[config.mk]
export PLATFORM = sky130hd
export DESIGN_NAME = jtdsp16_snd_rx_flat
export DESIGN_NICKNAME = d
export VERILOG_FILES = /design/src/rtl/jtdsp16_pkg.sv /design/src/rtl/jtdsp16_snd_rx_if.sv /design/src/rtl/jtdsp16_snd_shift.sv /design/src/rtl/jtdsp16_snd_rx.sv /design/src/flat_wrapper.sv
export SDC_FILE = /design/constraint.sdc
export NUM_CORES = 1
export LEC_CHECK = 0
export ABC_CLOCK_PERIOD_IN_PS = 7000
export CAP_MARGIN = 20
export CORE_ASPECT_RATIO = 0.7
export CORE_MARGIN = 1
export CORE_UTILIZATION = 57
export CTS_BUF_LIST = sky130_fd_sc_hd__clkbuf_8
export CTS_CLUSTER_SIZE = 10
export DETAILED_ROUTE_END_ITERATION = 8
export GPL_ROUTABILITY_DRIVEN = 0
export PLACE_DENSITY = 0.91
export SYNTH_ARGS = -nofsm -noshare
export SYNTH_HDL_FRONTEND = slang
export SYNTH_SLANG_ARGS = --single-unit
[constraint.sdc]
create_clock -name clk -period 7 [get_ports clk]
set_clock_uncertainty 0.2 [all_clocks]
set_input_delay 1.4 -clock clk [delete_from_list [all_inputs] [get_ports clk]]
set_output_delay 1.4 -clock clk [all_outputs]
set_load 0.1 [all_outputs]
[src/rtl/jtdsp16_pkg.sv]
// Shared constants for the DSP16 sound path: word width and channel encoding.
package jtdsp16_pkg;
    localparam int   SND_W    = 16;
    localparam logic CH_LEFT  = 1'b1;
    localparam logic CH_RIGHT = 1'b0;
endpackage

[src/rtl/jtdsp16_snd_rx_if.sv]
// Serial DSP16 output bus plus the rebuilt stereo sample stream.
import jtdsp16_pkg::*;

interface jtdsp16_snd_rx_if #(parameter int W = SND_W);
    logic                cen;
    logic                ock;
    logic                sdo;
    logic                old;
    logic signed [W-1:0] left;
    logic signed [W-1:0] right;
    logic                sample;

    modport master (output cen, ock, sdo, old, input  left, right, sample);
    modport slave  (input  cen, ock, sdo, old, output left, right, sample);
endinterface

[src/rtl/jtdsp16_snd_shift.sv]
// ock edge detector, serial shift register and bit counter for one DSP16 word.
import jtdsp16_pkg::*;

module jtdsp16_snd_shift #(
    parameter int W = SND_W
) (
    input  logic         clk,
    input  logic         rst,
    input  logic         cen,
    input  logic         ock,
    input  logic         old,
    input  logic         sdo,
    input  logic         resync,
    output logic [W-1:0] word,
    output logic         word_done,
    output logic         frame_err,
    output logic         busy
);
    localparam int            CW       = $clog2(W + 1);
    localparam logic [CW-1:0] CNT_IDLE = CW'(W);
    localparam logic [CW-1:0] CNT_LAST = CW'(W - 1);

    logic          ock_l;
    logic [CW-1:0] cnt;
    logic [W-1:0]  shreg;
    logic          rise;
    logic          take;

    assign rise      = cen & ock & ~ock_l;
    // resync wins over a coincident rise, so that rise is not taken at all
    assign take      = rise & ~resync;
    assign busy      = (cnt != '0) && (cnt < CNT_IDLE);
    assign word      = {shreg[W-2:0], sdo};
    assign word_done = take & ~old & (cnt == CNT_LAST);
    assign frame_err = take & old & busy;

    always_ff @(posedge clk or posedge rst) begin
        if (rst) begin
            ock_l <= 1'b0;
            cnt   <= CNT_IDLE;
        end else begin
            if (cen)
                ock_l <= ock;
            if (resync)
                cnt <= CNT_IDLE;
            else if (take && old)
                cnt <= CW'(1);
            else if (take && cnt < CNT_IDLE)
                cnt <= cnt + CW'(1);
        end
    end

    // Shift data carries no reset: cnt alone decides whether it is meaningful
    always_ff @(posedge clk) begin
        if (take && old)
            shreg <= {{(W-1){1'b0}}, sdo};
        else if (take && cnt < CNT_IDLE)
            shreg <= {shreg[W-2:0], sdo};
    end
endmodule

[src/rtl/jtdsp16_snd_rx.sv]
// DSP16 serial sound receiver: steers words alternately to left/right and flags pairs.
import jtdsp16_pkg::*;

module jtdsp16_snd_rx #(
    parameter int   W          = SND_W,
    parameter logic LEFT_FIRST = 1'b1
) (
    input  logic             clk,
    input  logic             rst,
    input  logic             resync,
    input  logic             err_clr,
    output logic             err,
    output logic             busy,
    jtdsp16_snd_rx_if.slave  bus
);
    logic [W-1:0] word;
    logic         word_done;
    logic         frame_err;
    logic         chan;

    jtdsp16_snd_shift #(.W(W)) u_shift (
        .clk       (clk),
        .rst       (rst),
        .cen       (bus.cen),
        .ock       (bus.ock),
        .old       (bus.old),
        .sdo       (bus.sdo),
        .resync    (resync),
        .word      (word),
        .word_done (word_done),
        .frame_err (frame_err),
        .busy      (busy)
    );

    always_ff @(posedge clk or posedge rst) begin
        if (rst) begin
            chan       <= LEFT_FIRST;
            bus.left   <= '0;
            bus.right  <= '0;
            bus.sample <= 1'b0;
            err        <= 1'b0;
        end else begin
            // sample is a single-cycle strobe marking the end of a right word
            bus.sample <= word_done && (chan == CH_RIGHT);
            if (resync) begin
                chan <= LEFT_FIRST;
            end else if (word_done) begin
                if (chan == CH_LEFT)
                    bus.left  <= signed'(word);
                else
                    bus.right <= signed'(word);
                chan <= ~chan;
            end
            if (frame_err)
                err <= 1'b1;
            else if (err_clr)
                err <= 1'b0;
        end
    end
endmodule

[src/flat_wrapper.sv]
// flat-port wrapper written by rule: the top's interface ports become plain ports
module jtdsp16_snd_rx_flat 
#(
    parameter int   W          = SND_W,
    parameter logic LEFT_FIRST = 1'b1
)
  (clk, rst, resync, err_clr, err, busy, bus_cen, bus_ock, bus_sdo, bus_old, bus_left, bus_right, bus_sample);
  jtdsp16_snd_rx_if #(.W(W)) bus_i ();
  input  logic clk;
  input  logic rst;
  input  logic resync;
  input  logic err_clr;
  output logic err;
  output logic busy;
  input wire logic [$bits(bus_i.cen)-1:0] bus_cen;
  input wire logic [$bits(bus_i.ock)-1:0] bus_ock;
  input wire logic [$bits(bus_i.sdo)-1:0] bus_sdo;
  input wire logic [$bits(bus_i.old)-1:0] bus_old;
  output wire logic [$bits(bus_i.left)-1:0] bus_left;
  output wire logic [$bits(bus_i.right)-1:0] bus_right;
  output wire logic [$bits(bus_i.sample)-1:0] bus_sample;
  assign bus_i.cen = bus_cen;
  assign bus_i.ock = bus_ock;
  assign bus_i.sdo = bus_sdo;
  assign bus_i.old = bus_old;
  assign bus_left = bus_i.left;
  assign bus_right = bus_i.right;
  assign bus_sample = bus_i.sample;
  jtdsp16_snd_rx #(.W(W), .LEFT_FIRST(LEFT_FIRST)) u_core (.clk(clk), .rst(rst), .resync(resync), .err_clr(err_clr), .err(err), .busy(busy), .bus(bus_i));
endmodule
# Word-level counts from Yosys, hierarchy flattened
# Index checks and enable logic that the tools add are counted.
[op_classes]
magnitude_cmp = 1
addsub = 1
shift = 0
n_mux = 9
bitwise_logic = 11
n_reduce_logical = 11
eq_ne = 1
mul = 0
n_div = 0
[op_table]
columns = ["operator", "n"]
rows = [
  ["5-bit 2-to-1 mux", 3],
  ["1-bit bitwise AND", 7],
  ["1-bit 2-to-1 mux", 6],
  ["3-bit AND reduction", 2],
  ["2-bit nonzero test", 3],
  ["5-bit by 1-bit adder with 5-bit output (second input constant)", 1],
  ["5-bit by 4-bit equality test with 1-bit output (second input constant)", 1],
  ["5-bit less-than comparator (second input constant)", 1],
  ["5-bit nonzero test", 1],
  ["1-bit logical AND", 4],
  ["1-bit inverter", 4],
  ["3-bit nonzero test", 1],
]
[word_totals]
reg_bits = 56
inputBits = 8
mem_bits_rw = 0
mem_count = 0
latchBits = 0
rom_bits = 0
output_inout_bits = 35
elab_cells = 43

# Longest topological paths before layout
# Gate-level depths: netlist of the first run.
[logic_depth]
ltp_word = 7
ltp_mapped = 8
ltp_nobuf = 6

# By module
# A second synthesis of the first run with hierarchy kept.
[hier_totals]
hier_cells = 187
area_unflattened_um2 = 2364.8
[by_module_without_submodules]
columns = ["mod", "area_per_inst_um2", "n_inst", "seq_area_each_um2", "cells_per_inst"]
rows = [
  ["jtdsp16_snd_rx", 1327.5, 1, 877.1, 77],
  ["jtdsp16_snd_shift", 1037.2, 1, 461.7, 110],
]

# Worst setup path after synthesis of the first run
# Ideal clock, no wire load.
[synth_timing]
path_type = "register to output"
startpoint = "reg u_core.u_shift.cnt[0]"
endpoint = "out busy"
path_stages_with_launch = 4
t_arrival_ns = 2.108
t_required_ns = 5.400
path_slack_ns = 3.292
path_buffers = 0
path_cell_list = "dfrtp_1 -> inv_1 -> ha_1 -> a21oi_1"
[synth_between]
elab_chain_len = 2
elab_cells_between_ends = 3
cone_classes = "1 x order compare; 2 x reduce/logical"
[synth_rtl]
columns = ["item", "line_no", "source"]
rows = [
  ["start: declaration", "jtdsp16_snd_shift.sv:24", "logic [CW-1:0] cnt;"],
  ["start signal: assignment", "jtdsp16_snd_shift.sv:49", "cnt <= cnt + CW'(1);"],
  ["5-bit less-than comparator or 5-bit nonzero test (tied branches)", "jtdsp16_snd_shift.sv:32", "assign busy = (cnt != '0) && (cnt < CNT_IDLE);"],
  ["1-bit logical AND *", "jtdsp16_snd_shift.sv:32", ""],
  ["end: declaration", "flat_wrapper.sv:14", "output logic busy;"],
]
# Every way passes the cells marked *; elsewhere a longest branch is shown, timed or not.

# Worst setup path in the final report of the first run
# Ends and elaborated chain as after synthesis.

==> flow_summary.yaml, run 1 <==
run_status:
  status: "finished clean"
yosys:
  synthSimpleGateAreaFrac_pct: 7.354
  yosys_warnings: 0
  synth_top_flop_cell: "dfrtp_1"
  ys_seq_elements: 56
  synthArstFlopShare_pct: 73.21
  synth_top_family_by_area: "multiplexers"
  synthDistinctLibCells: 38
  synth_area_um2: 2246
  yosys-top-cells-count: "dfrtp_1 (39), mux2_2 (25), a22o_1 (15), dfxtp_1 (14), inv_1 (9)"
  synth_adder_area_share_pct: 1.671
  synthesis.nets: 167
  yosysMostFrequentCell: "dfrtp_1"
  synth_edf_count: 1
  syn_inst: 156
  syn_avg_cell_area_um2: 14.40
  synth_area_leader_cell: "dfrtp_1"
  synthTopCellsByArea: "dfrtp_1 (43%), mux2_2 (13%), dfxtp_1 (12%)"
  synth_compound_area_share_pct: 9.136
  ys_seq_area_share_pct: 59.61
  muxShareOfSynthArea_pct: 17.88
  synth-xor-area-share_pct: 0
  synth.top_cell.area_share_pct: 43.45
sta:
  max_slew_margin_pct: 33.84
  layout_setup_ws_ns: 3.053
  rsz0062_at_grt: "false"
  worst_pin_slew_ns: 0.9893
  finalHoldWorstSlack_ns: 0.3183
  min_period_ns: 3.947
  fmax_ghz: 0.2533
  drv_slew: 0
  fin_crit_sh_pct: 56.39
  fin_tns_setup_ns: 0
  hold_violations: 0
  setup_violations: 0
pwr:
  p_sw_uw: 118.3
  power.total_uw: 557.6
  power_density_nw_per_um2: 199.7
  p_leak_nw: 1.299
  swShare_pct: 21.22
  intPower_uw: 439.3
  power_frac_seq_pct: 58.5
  ir_worst_vdd_mv: 0.1453
  clkPwrFrac_pct: 38.1
  power.share.combinational_pct: 3.4
clocking:
  cts_buffers: 5
  cts_setup_buffers: 0
  hold_buffers: 0
  tritoncts: "yes"
  cts-resized-gates: 0
  cts.reportedPaths.clkPinSlew_ns: 0.09
  cts.htree.levels: 2
  ctsRootBufferMaster: "clkbuf_8"
  clock_path_buffers: 2
  worstSkewPairLatency_ns: 0.31
  clock_sinks: 56
layout:
  drive_above_1_share_pct: 23.88
  utilization_pct: 76.51
  antenna_cells: 0
  final_nets: 211
  area_delta_synth_final_pct: 24.29
grt:
  first_global_vias: 1422
  grt_use_total_pct: 23.60
  antenna_found_initial: 0
  grt_pass1_wl_um: 7286
  grt_overflow: 0
  grt_max_degree: 42
setup_path:
  critical_path_class: "register to output pin"
  crit_start: "u_core.u_shift.cnt[0]"
  cpLargestDelayFamily: "buffers and inverters"
  cp_slowest_stage_delay_ns: 1.16
  path_buf_inv: 2
  worstPathArrival_ns: 2.35
  worstPathRequired_ns: 5.40
  cp_slowest_cell: "clkdlybuf4s50_1"
  start_kind: "register"
  cp_max_fo: 5
  r2r-start: "u_core.u_shift.cnt[0]"
  crit_chain: "inv_1, ha_1, a21oi_1, clkdlybuf4s50_1"
  crit_path_end_kind: "output pin"
detailed_routing:
  drtIter0Drc: 70
  route.detailed.drc: 0
  drtAntennaViolNets: 0
  drt-pass1-iter-count: 4
  wirelength_um: 4456
  vias: 1419
  wl_per_cell_um: 17.75
  viasPerCell: 5.653
hold_path:
  min-delay-start: "u_core.bus.left[2]"
  hp-class: "register to register"
job:
  drv_cap: 0
floorplan:
  dieArea_um2: 4199
  initial_core_util_pct: 61.56
  die-width_um: 77.03
  coreArea_um2: 3649
  die_h_um: 54.52
  num_rows: 18
  io-pin-count: 43
place:
  dp_slack_ns: 3.194
  hpwlAfterDp_um: 2980
  numPortBuffers: 42
==> worst reg2reg max path, stage by stage, from the launching register on <==
cell,delay (ns)
dfrtp_1,0.45
ha_1,0.25
and3_1,0.21
ha_1,0.19
or2b_1,0.16
or3_1,0.73
mux2_2,0.43
==> through the flow <==
stage	cell area (µm²)	cells
floorplan	2246	156
global placement	2680	243
detailed placement	2680	243
CTS	2791	251
global route	2791	251
finish	2791	251
==> flip-flops by register name, indices dropped and copies added, names as in the netlist <==
signal and flops:
u_core.err 1, u_core.u_shift.shreg 15, u_core.u_shift.ock_l 1, u_core.bus.right 16
u_core.bus.left 16, u_core.bus.sample 1, u_core.u_shift.cnt 5, u_core.chan 1
==> power by group through the flow <==
stage	logic (mW)	clock network [mW]	registers, mW
floorplan	0.0112	0	0.332
global route	0.0211	0.225	0.327
detailed placement	0.0192	0	0.333
CTS	0.0192	0.214	0.326
global placement	0.0183	0	0.333
finish	0.0190	0.212	0.326
==> logic make-up (layout without fill, tap and decap cells) <==
kind of cell | after synthesis | after routing
compound gates | 26 | 26
fa+ha+maj | 3 | 3
buf+inv | 16 | 61
flops | 56 | 56
mux | 33 | 33
simple gates | 22 | 22
==> layer usage <==
layer | wire, µm | vias to the layer above | GRT usage, %
li1 | - | 651 | -
met1 | 2043 | 709 | 30.27
met2 | 2146 | 51 | 41.07
met3 | 220 | 8 | 5.333
met4 | 46 | 0 | 7.862
met5 | 0 | - | 0
==> cell type report <==
class	count	area, µm²
clock buffers	5	68.82
clock inverters	3	42.54
fillers	230	857.1
inverters	9	33.78
multi-input cells	84	809.5
flip-flops and latches	56	1339
well taps	50	62.56
repair buffers	44	435.4
==> layout by cell type, fill, tap and decap left out, types with 2 or more instances in the layout <==
master / instances
dfrtp_1: 39
clkbuf_8: 5
nand2_1: 2
mux2_2: 25
o21ai_0: 3
dfstp_2: 2
mux2_4: 8
clkdlybuf4s50_1: 42
ha_1: 3
nand3_1: 2
buf_4: 2
a21oi_1: 2
inv_1: 10
dfxtp_1: 14
nand4b_1: 2
nor3_1: 2
a211oi_1: 2
a22o_1: 15
nor2_1: 2
==> path summary, 6_finish.rpt <==
check / slack [ns] / cells after the start / end
hold / removal: 0.32 / 1 / u_core.bus.left[2]
setup / recovery: 3.05 / 4 / busy
hold reg to reg: 0.32 / 1 / u_core.bus.left[2]
min in group asynchronous: 1.32 / 3 / u_core.bus.left[0]
setup reg to reg: 4.27 / 6 / u_core.bus.right[2]
max in group asynchronous: 4.91 / 3 / u_core.chan
Power figures use the tool's default switching activity.
==> run 2: changes to the inputs <==
--- a/config.mk
+++ b/config.mk
@@ -5,16 +5,16 @@
 export SDC_FILE = /design/constraint.sdc
 export NUM_CORES = 1
 export LEC_CHECK = 0
-export ABC_CLOCK_PERIOD_IN_PS = 7000
+export ABC_CLOCK_PERIOD_IN_PS = 3400
 export CAP_MARGIN = 20
 export CORE_ASPECT_RATIO = 0.7
 export CORE_MARGIN = 1
-export CORE_UTILIZATION = 57
+export CORE_UTILIZATION = 48
 export CTS_BUF_LIST = sky130_fd_sc_hd__clkbuf_8
 export CTS_CLUSTER_SIZE = 10
 export DETAILED_ROUTE_END_ITERATION = 8
 export GPL_ROUTABILITY_DRIVEN = 0
-export PLACE_DENSITY = 0.91
+export PLACE_DENSITY = 0.82
 export SYNTH_ARGS = -nofsm -noshare
 export SYNTH_HDL_FRONTEND = slang
 export SYNTH_SLANG_ARGS = --single-unit
==> constraint.sdc (replaced) <==
create_clock -name clk -period 3.4 [get_ports clk]
set_clock_uncertainty 0.2 [all_clocks]
set_input_delay 0.68 -clock clk [delete_from_list [all_inputs] [get_ports clk]]
set_output_delay 0.68 -clock clk [all_outputs]
set_load 0.1 [all_outputs]
==> run 2 against run 1 <==
  * Sequential power is 110% higher
  * Routed wire length decreased by 3.4%
  * Cell count grew 2.0%
  * Sequential share of layout area is 1.4 points higher
  * Count of clock-buffer cells in the layout did not move
  * First-iteration DRC count rose by 31%
  * Core utilization shrank 15 points
  * Worst hold slack got worse by 0.0061 ns
  * Largest cell class unchanged
  * Clock power grew 98%
  * Non-clock buffer count unchanged
  * Critical endpoint is now u_core.bus.right[12]
  * Global-route usage decreased by 4.3 points
==> flow_summary.yaml, run 2 (synthesis gave the netlist of run 1 again) <==
run_status:
  status: "finished clean"
clocking:
  hold_buffers: 0
  tritoncts: "yes"
  ctsRootBufferMaster: "clkbuf_8"
  clock_sinks: 56
  clock_path_buffers: 2
  worstSkewPairLatency_ns: 0.30
  cts-resized-gates: 0
  cts.htree.levels: 2
  cts_setup_buffers: 0
  cts.reportedPaths.clkPinSlew_ns: 0.09
  cts_buffers: 5
setup_path:
  critical_path_class: "input port to register"
  cp_max_fo: 18
  cp_slowest_cell: "or3_1"
  worstPathRequired_ns: 3.39
  cp_slowest_stage_delay_ns: 0.76
  start_kind: "input port"
  worstPathArrival_ns: 2.75
  crit_path_end_kind: "register"
  crit_chain: "clkdlybuf4s50_1, nand4bb_4, or3_1, mux2_4"
layout:
  drive_above_1_share_pct: 41.79
  utilization_pct: 61.56
  antenna_cells: 0
  final_nets: 211
  area_delta_synth_final_pct: 20.72
  final_common_cell: "dfrtp_1"
  largestRegisters: "u_core.bus.left (16), u_core.bus.right (16), u_core.u_shift.shreg (15)"
  stdcell_count: 256
  layout_common_cells: "dfrtp_1 (39), buf_4 (37), mux2_2 (25), a22o_1 (15), dfxtp_1 (14)"
grt:
  antenna_found_initial: 0
  grt_use_total_pct: 19.34
  grt_max_degree: 42
  grt_overflow: 0
  grt_pass1_wl_um: 7245
  first_global_vias: 1422
detailed_routing:
  vias: 1398
  route.detailed.drc: 0
  drtAntennaViolNets: 0
  wl_per_cell_um: 16.82
  viasPerCell: 5.461
  wirelength_um: 4305
  drtIter0Drc: 92
  drt-pass1-iter-count: 4
sta:
  setup_violations: 0
  fmax_ghz: 0.3632
  fin_tns_setup_ns: 0
  rsz0062_at_grt: "false"
  fin_crit_sh_pct: 80.98
  worst_pin_slew_ns: 0.9532
  min_period_ns: 2.753
  hold_violations: 0
  drv_slew: 0
  max_slew_margin_pct: 36.45
hold_path:
  hp-class: "register to register"
place:
  hpwlAfterDp_um: 3019
  numPortBuffers: 42
  dp_cells: 248
floorplan:
  coreArea_um2: 4404
  die_h_um: 59.23
  dieArea_um2: 4961
  initial_core_util_pct: 50.99
  die-width_um: 83.76
  io-pin-count: 43
  num_rows: 20
pwr:
  p_leak_nw: 1.371
  power.total_mw: 1.131
  ir_worst_vdd_mv: 0.2723
  power_density_nw_per_um2: 417.1
job:
  drv_cap: 0
## run 2: cell type report
type	instances	area (µm²)
multi-input combinational	84	814.5
inverter	9	33.78
sequential	56	1339
clock buffer	5	68.82
clock inverter	3	38.79
tap	55	68.82
timing repair buffer	44	347.8
fill	358	1693
## run 2: worst max-delay path, delay by kind of cell
kind | cells | cell delay (ns)
buffers and inverters | 1 | 0.57
multiplexers | 1 | 0.45
AND/OR/NAND/NOR | 2 | 1.04
## run 2: power breakdown
group	switching, mW	internal, mW
registers	0.00391	0.668
logic	0.0226	0.0164
clock network	0.204	0.216
total	0.231	0.900
## run 2: final timing paths
check                                            from                     to  slack (ns)  cells after the start
worst min register to register             u_core.err             u_core.err        0.31                      1
worst max-delay path                           resync   u_core.bus.right[12]        0.65                      4
worst min-delay path                       u_core.err             u_core.err        0.31                      1
min in group asynchronous                         rst     u_core.bus.left[8]        0.60                      3
worst max register to register  u_core.u_shift.cnt[0]    u_core.bus.right[2]        0.67                      6
max in group asynchronous                         rst  u_core.u_shift.cnt[4]        2.04                      3
## run 2: stage by stage
step	hold slack [ns]	worst slack, ns	instance area (µm²)
6_report	0.3122	0.6467	2711
5_1_grt	0.3426	0.5556	2711
4_1_cts	0.3198	0.6345	2711
3_5_place_dp	0.2953	0.2963	2604
3_3_place_gp	0.2912	0.4285	2604
2_1_floorplan	0.2624	0.4120	2246
## run 2: routing by layer
metal / global-route usage (%) / up-vias / part of all wire [%]
met4: 6.295 / 0 / 1.1
met1: 25.78 / 701 / 47
met2: 31.59 / 43 / 47
li1: - / 649 / -
met5: 0 / - / 0
met3: 5.014 / 5 / 4.9
